## config.mk

```make
export PLATFORM = sky130hd
export DESIGN_NAME = perf_counter_bank
export DESIGN_NICKNAME = d
export VERILOG_FILES = /design/src/rtl/perf_pkg.sv /design/src/rtl/perf_counter_ch.sv /design/src/rtl/perf_counter_bank.sv
export SDC_FILE = /design/constraint.sdc
export NUM_CORES = 2
export LEC_CHECK = 0
export ABC_AREA = 1
export CAP_MARGIN = 10
export CORE_MARGIN = 1
export CORE_UTILIZATION = 55
export CTS_BUF_LIST = sky130_fd_sc_hd__clkbuf_16
export DETAILED_ROUTE_END_ITERATION = 16
export DONT_BUFFER_PORTS = 1
export PLACE_DENSITY = 0.8
export SLEW_MARGIN = 20
export SYNTH_ARGS = -nofsm -noshare
export SYNTH_HDL_FRONTEND = slang
export SYNTH_SLANG_ARGS = --single-unit
export TNS_END_PERCENT = 50
```

## constraint.sdc

```tcl
create_clock -name clock -period 2.4 [get_ports clock]
set_input_delay 0.24 -clock clock [delete_from_list [all_inputs] [get_ports clock]]
set_output_delay 0.24 -clock clock [all_outputs]
set_load 0.01 [all_outputs]
```

## src/rtl/perf_pkg.sv

```systemverilog
// Shared types for the performance-counter bank: dump FSM states, drop-counter
// width and the record layout a dump consumer sees.
package perf_pkg;

  typedef enum logic {
    IDLE   = 1'b0,
    STREAM = 1'b1
  } state_e;

  localparam int DROP_W = 16;

  // Record fields sized for the widest legal configuration.
  localparam int REC_IDX_W   = 6;
  localparam int REC_VAL_W   = 64;
  localparam int REC_TIMER_W = 64;

  typedef struct packed {
    logic [REC_IDX_W-1:0]   idx;
    logic [REC_VAL_W-1:0]   value;
    logic                   ovf;
    logic [REC_TIMER_W-1:0] timer;
    logic                   last;
  } perf_rec_t;

endpackage

```

## src/rtl/perf_counter_ch.sv

```systemverilog
// One event-counter channel: wrapping accumulator with a sticky carry-out flag.
module perf_counter_ch
  import perf_pkg::*;
#(
  parameter int CNT_W = 64,
  parameter int INC_W = 4
) (
  input  logic             clock,
  input  logic             reset,
  input  logic             en,
  input  logic             clean,
  input  logic [INC_W-1:0] inc,
  output logic [CNT_W-1:0] cnt,
  output logic             ovf
);

  logic [CNT_W-1:0] cnt_q, cnt_d;
  logic             ovf_q, ovf_d;
  logic [CNT_W:0]   sum;

  always_comb begin
    sum   = {1'b0, cnt_q} + (CNT_W+1)'(inc);
    cnt_d = cnt_q;
    ovf_d = ovf_q;
    if (clean) begin
      cnt_d = '0;
      ovf_d = 1'b0;
    end else if (en) begin
      cnt_d = sum[CNT_W-1:0];
      ovf_d = ovf_q | sum[CNT_W];
    end
  end

  always_ff @(posedge clock) begin
    if (!reset) begin
      cnt_q <= '0;
      ovf_q <= 1'b0;
    end else begin
      cnt_q <= cnt_d;
      ovf_q <= ovf_d;
    end
  end

  assign cnt = cnt_q;
  assign ovf = ovf_q;

endmodule

```

## src/rtl/perf_counter_bank.sv

```systemverilog
// Multi-channel performance-counter bank: counts events, snapshots all channels
// plus the timer on a dump edge, and streams one record per channel.
module perf_counter_bank
  import perf_pkg::*;
#(
  parameter  int NUM_CH  = 8,
  parameter  int CNT_W   = 64,
  parameter  int INC_W   = 4,
  parameter  int TIMER_W = 64,
  localparam int IDX_W   = (NUM_CH > 1) ? $clog2(NUM_CH) : 1
) (
  input  logic                    clock,
  input  logic                    reset,
  input  logic [NUM_CH*INC_W-1:0] inc,
  input  logic                    log_enable,
  input  logic                    clean,
  input  logic                    dump,
  input  logic [TIMER_W-1:0]      timer,
  output logic                    out_valid,
  input  logic                    out_ready,
  output logic [IDX_W-1:0]        out_idx,
  output logic [CNT_W-1:0]        out_value,
  output logic                    out_ovf,
  output logic [TIMER_W-1:0]      out_timer,
  output logic                    out_last,
  output logic                    busy,
  output logic [DROP_W-1:0]       dump_dropped
);

  logic [CNT_W-1:0] cnt [NUM_CH];
  logic             ovf [NUM_CH];

  genvar gi;
  generate
    for (gi = 0; gi < NUM_CH; gi++) begin : g_ch
      perf_counter_ch #(.CNT_W(CNT_W), .INC_W(INC_W)) u_ch (
        .clock (clock),
        .reset (reset),
        .en    (log_enable),
        .clean (clean),
        .inc   (inc[gi*INC_W +: INC_W]),
        .cnt   (cnt[gi]),
        .ovf   (ovf[gi])
      );
    end
  endgenerate

  state_e             state_q, state_d;
  logic [IDX_W-1:0]   idx_q, idx_d, idx_nxt;
  logic [CNT_W-1:0]   snap_q [NUM_CH];
  logic [CNT_W-1:0]   snap_d [NUM_CH];
  logic               snap_ovf_q [NUM_CH];
  logic               snap_ovf_d [NUM_CH];
  logic [TIMER_W-1:0] timer_q, timer_d;
  logic [CNT_W-1:0]   val_q, val_d;
  logic               rec_ovf_q, rec_ovf_d;
  logic               last_q, last_d;
  logic               dump_prev_q;
  logic [DROP_W-1:0]  dropped_q, dropped_d;
  logic               dump_req, hs;

  always_comb begin
    dump_req   = dump & ~dump_prev_q;
    hs         = (state_q == STREAM) & out_ready;
    idx_nxt    = idx_q + IDX_W'(1);
    state_d    = state_q;
    idx_d      = idx_q;
    snap_d     = snap_q;
    snap_ovf_d = snap_ovf_q;
    timer_d    = timer_q;
    val_d      = val_q;
    rec_ovf_d  = rec_ovf_q;
    last_d     = last_q;
    dropped_d  = dropped_q;
    case (state_q)
      IDLE: begin
        // Record 0 is loaded straight from the live counters so it is valid next cycle.
        if (dump_req) begin
          snap_d     = cnt;
          snap_ovf_d = ovf;
          timer_d    = timer;
          val_d      = cnt[0];
          rec_ovf_d  = ovf[0];
          last_d     = (NUM_CH == 1);
          idx_d      = '0;
          state_d    = STREAM;
        end
      end
      STREAM: begin
        if (dump_req && (dropped_q != '1)) dropped_d = dropped_q + DROP_W'(1);
        if (hs) begin
          if (last_q) begin
            state_d = IDLE;
            idx_d   = '0;
            last_d  = 1'b0;
          end else begin
            idx_d     = idx_nxt;
            val_d     = snap_q[idx_nxt];
            rec_ovf_d = snap_ovf_q[idx_nxt];
            last_d    = (idx_nxt == IDX_W'(NUM_CH - 1));
          end
        end
      end
      default: state_d = IDLE;
    endcase
  end

  always_ff @(posedge clock) begin
    if (!reset) begin
      state_q     <= IDLE;
      idx_q       <= '0;
      for (int i = 0; i < NUM_CH; i++) begin
        snap_q[i]     <= '0;
        snap_ovf_q[i] <= 1'b0;
      end
      timer_q     <= '0;
      val_q       <= '0;
      rec_ovf_q   <= 1'b0;
      last_q      <= 1'b0;
      dump_prev_q <= 1'b0;
      dropped_q   <= '0;
    end else begin
      state_q     <= state_d;
      idx_q       <= idx_d;
      snap_q      <= snap_d;
      snap_ovf_q  <= snap_ovf_d;
      timer_q     <= timer_d;
      val_q       <= val_d;
      rec_ovf_q   <= rec_ovf_d;
      last_q      <= last_d;
      dump_prev_q <= dump;
      dropped_q   <= dropped_d;
    end
  end

  assign out_valid    = (state_q == STREAM);
  assign busy         = (state_q == STREAM);
  assign out_idx      = idx_q;
  assign out_value    = val_q;
  assign out_ovf      = rec_ovf_q;
  assign out_timer    = timer_q;
  assign out_last     = last_q;
  assign dump_dropped = dropped_q;

endmodule

```

==> flow_results.org <==
** STA
- Worst hold slack :: between 0.008 and 0.009 ns
- Counting I/O delays and the setup requirement, the final critical path takes roughly 2.4 ns.
- Fraction of the cycle the final worst path needs :: ~100%
- Setup repair after global routing could not meet its margin everywhere.
- Setup violations remaining at the end of the flow were counted as 0.
- Adding up every negative setup slack in the final design gives 0 ns.
- At the pin with the least slew margin, the transition time is ~1.2 ns.
- The final count of pins violating max slew is 0.
- Max Freq :: 418 MHz
- In the post-route analysis, the smallest setup slack over all paths is slightly below 0.01 ns.
- Post-Route Skew :: 0.0278 ns
- Hold Fails Final Rpt :: 0
- Measured against its own limit, the worst slew margin works out to ~20%.

** Synth
- Avg Cell Area, Syn :: between 6 and 7 sq um
- In the post-synthesis netlist, the biggest area contributors are sky130_fd_sc_hd__dfxtp_1, sky130_fd_sc_hd__nand2_1, sky130_fd_sc_hd__nor2_1.
- Number of warnings issued by yosys :: 0
- The number of nets in the synthesized netlist is between 9,000 and 10,000.
- Mapped cell area :: just over 0.06 sq mm
- Synth area leader :: sky130_fd_sc_hd__dfxtp_1
- For this run, the register share of the synthesized area comes to roughly 40%.
- The synthesized design contains 1,191 register bits.
- Area share of the largest cell type after synthesis :: around two fifths
- Synthesized instance count :: between 9,000 and 10,000
- Count of different cell masters after synthesis :: 44

** Setup path
- Startpoint types :: flop
- The worst setup path is captured at a flop.
- At the worst endpoint, the required time is a little over 3 ns.
- Maximum fanout encountered on the critical timing path :: 4
- The critical path ends at g_ch[3].u_ch.cnt[4].
- Reg-to-reg startpoint :: g_ch[3].u_ch.cnt[0]
- Endpoint of the lowest-slack register-to-register path :: g_ch[3].u_ch.cnt[4]
- The worst setup path is of the flop to flop kind.
- Beginning of the critical path :: g_ch[3].u_ch.cnt[0]
- Worst path arrival time :: 3.09 ns
- The worst register-to-register path has a depth of 8.
- Worst reg2reg setup slack :: 0.01 ns

** Clocking
- H-Tree Level Count :: 4
- TritonCTS clock tree :: done
- For the worst-skew pair, the clock arrives at the later sink with an insertion delay of a little under 0.8 ns.
- TritonCTS sink count :: between 1,000 and 1,500
- The tree is rooted in a sky130_fd_sc_hd__clkbuf_16.
- Buffers inserted during clock tree synthesis total between 100 and 150.
- Max Buffers Root-to-Sink :: 3
- Register clock-pin slew on the reported worst setup and hold paths :: 0.06 ns

** Die
- During I/O placement, the number of pins put on the boundary was 253.
- The die covers approximately 0.11 sq mm.
- Chip width :: about 330 um
- Initial core utilization :: a little under three fifths
- The floorplan step defined a core boundary enclosing between 0.1 and 0.15 sq mm.
- In this run the core area contains about 120 standard-cell rows.
- Die height :: 334 um

** Detailed routing
- After detailed routing, the total wire length is 265,000 um.
- The routed design uses 37,000 um of met3 wire.
- The detail route stage leaves a number of antenna-violating nets equal to 0.
- Dividing the detail-routed wire length by the instance count gives 24.5 um.
- After detailed routing, the wire length on met1 is approximately 100,000 um.
- Signal routing reaches up to met5.
- After detailed routing, the number of remaining DRC violations is 0.
- In this run, the number of DRC markers left after iteration 0 of detailed routing was 10,200.
- Using the TritonRoute via totals, the vias-per-cell ratio works out to 6.22.
- The first detailed-routing pass ran for 7 iterations.
- Vias after detailed routing :: slightly below 70,000
- Summed over all nets, wire length on met2 after detailed routing comes to between 100,000 and 150,000 um.

** Layout
- Net count of the finished layout :: between 9,000 and 10,000
- Counting the fill cells in the layout gives 10,100.
- The multi-input combinational cells in the finished layout cover a total of roughly 0.032 sq mm.
- In the final layout, the share of cells above drive strength 1 is under 10%.
- Area taken by flip-flops and latches :: about 0.024 sq mm
- Finished Cell Area :: about 0.07 sq mm
- The area growth from synthesis to layout is 13.2%.

** Hold path
- The worst hold path belongs to the class input pin to flop.

** Run status
- The run finished with clean final reports.

** Power and ir drop
- Dividing total power by cell area gives a power density of between 600 and 700 mW/mm^2.
- Maximum VDD drop :: roughly 0.65 mV
- The analysis attributes to cell leakage a power of 23.3 nW.

** Place
- After detailed placement, the total cell area comes to 0.0623 sq mm.
- In this run the tool buffered the top-level ports with 0 buffer cells.
- At the end of routability-driven placement, the weighted congestion stood at between 1 and 1.5.
- Placed wire-length estimate :: between 150,000 and 200,000 um
- Pre-CTS WS :: about 0.15 ns

** GRT
- In the global route stage, overall resource usage came out at a little under half.
- The first global-routing pass estimated a little under 400,000 um of wire.
- Via count of the first global-routing pass :: about 60,000
- Antenna violations before repair :: 25
- Summed over all layers, the global routing overflow is 0.
- Entering global routing, the biggest net connects around 210 pins.

** Flow run
- Number of violations of the max-capacitance limit :: 0
## synthesized netlist by cell type, drive strengths merged
| master | n |
|---|---|
| xor2 | 56 |
| nand3 | 1065 |
| a21oi | 947 |
| nor4 | 8 |
| or2 | 6 |
| nor3 | 125 |
| a31oi | 24 |
| nor2 | 1628 |
| a31o | 3 |
| o221ai | 130 |
| inv | 643 |
| and2 | 19 |
| a2bb2oi | 6 |
| o21bai | 14 |
| ha | 35 |
| o21a | 13 |
| nand4 | 179 |
| nand2b | 1 |
| dfxtp | 1191 |
| fa | 8 |
| buf | 221 |
| clkinv | 1 |
| clkbuf | 267 |
| xnor2 | 26 |
| nand3b | 14 |
| o21ai | 457 |
| nor3b | 25 |
| and3 | 5 |
| nand2 | 2158 |
| a21o | 5 |
## cells by family after synthesis
| logic type | Yosys count | synth area share [%] |
|---|---|---|
| xor+xnor | 82 | 1.19 |
| buf+inv | 1132 | 7.46 |
| simple gates | 5233 | 36.6 |
| fa+ha+maj | 43 | 0.989 |
| flops | 1191 | 39.4 |
| compound gates | 1599 | 14.3 |
## registers in the layout (all words and copies together), names as in the netlist, 3 cells and up
name	cells
out_idx	3
snap_ovf_q	8
dump_dropped	16
snap_q	512
g_ch.u_ch.ovf	8
out_timer	64
g_ch.u_ch.cnt	512
out_value	64
## report_power, final
| part | internal, mW | leakage, nW | switching [mW] |
|---|---|---|---|
| Sequential | 20.0 | 9.62 | 0.372 |
| Clock | 12.3 | 2.26 | 8.94 |
| Combinational | 0.906 | 11.5 | 2.41 |
| Total | 33.2 | 23.3 | 11.7 |
## cell usage in the layout, fill, tap and decap left out, types with 25 or more instances in the layout
master,Yosys,routed
sky130_fd_sc_hd__o21ai_0,449,445
sky130_fd_sc_hd__nand3_1,1062,1061
sky130_fd_sc_hd__buf_4,8,175
sky130_fd_sc_hd__buf_12,0,39
sky130_fd_sc_hd__nor2_1,1558,1552
sky130_fd_sc_hd__inv_1,632,650
sky130_fd_sc_hd__xnor2_1,26,25
sky130_fd_sc_hd__nor3_1,120,120
sky130_fd_sc_hd__ha_1,35,27
sky130_fd_sc_hd__nand2_1,2144,2137
sky130_fd_sc_hd__a21oi_1,946,946
sky130_fd_sc_hd__dfxtp_1,1191,1188
sky130_fd_sc_hd__xor2_1,56,56
sky130_fd_sc_hd__dlygate4sd3_1,0,143
sky130_fd_sc_hd__nand4_1,179,179
sky130_fd_sc_hd__nor2_2,53,55
sky130_fd_sc_hd__clkinv_1,1,25
sky130_fd_sc_hd__o221ai_1,130,129
sky130_fd_sc_hd__clkbuf_16,0,140
## worst min path at each step
stage,start,endpoint,slack (ns),cells past startpoint
3_5_place_dp,dump,dump_prev_q,0.34,2
2_1_floorplan,dump,dump_prev_q,0.33,2
4_1_cts,inc[6],g_ch[1].u_ch.cnt[2],0.01,4
3_3_place_gp,dump,dump_prev_q,0.34,2
5_1_grt,inc[6],g_ch[1].u_ch.cnt[2],0.03,4
6_report,inc[6],g_ch[1].u_ch.cnt[2],0.009,4
## what timing repair did
item / 4_1_cts / 5_1_grt
hold endpoints to repair: 454 / 0
gates resized for setup: 0 / 35
setup buffers: 0 / 8
endpoints found under the setup margin: 0 / 45
hold buffers: 146 / 0
## per-stage QoR
stage                     util (%)  total power, mW  std cells
after detailed placement      57.1             23.6      10400
after global routing          62.8             45.9      10800
final                         62.8             44.9      10800
after floorplan                  -             22.6       9280
after global placement        57.1             23.6      10400
after CTS                     62.6             44.7      10800
## layout make-up
type / instances / share of cell area [%]
multi-input cells: 6957 / 47.2
flip-flops and latches: 1191 / 34.8
repair buffers: 363 / 5.36
clock buffers: 138 / 5.04
inverters: 644 / 3.57
well taps: 1414 / 2.58
clock inverters: 105 / 1.43
diodes: 7 / 0.0256
## worst max-delay path, stage by stage, from the launching register on
cell,delay (ns)
sky130_fd_sc_hd__dfxtp_1,0.33
sky130_fd_sc_hd__ha_1,0.24
sky130_fd_sc_hd__fa_1,0.43
sky130_fd_sc_hd__nand2_1,0.09
sky130_fd_sc_hd__nand2_1,0.21
sky130_fd_sc_hd__nand2_2,0.18
sky130_fd_sc_hd__o21ai_0,0.12
sky130_fd_sc_hd__a21oi_1,0.15
sky130_fd_sc_hd__dlygate4sd3_1,0.57
## per-layer routing
metal,track usage (%),vias up
met2,66.4,4410
met4,23.1,32
met3,14.9,863
met5,0,-
met1,60.4,31200
li1,-,30700
Power figures use the tool's default switching activity.
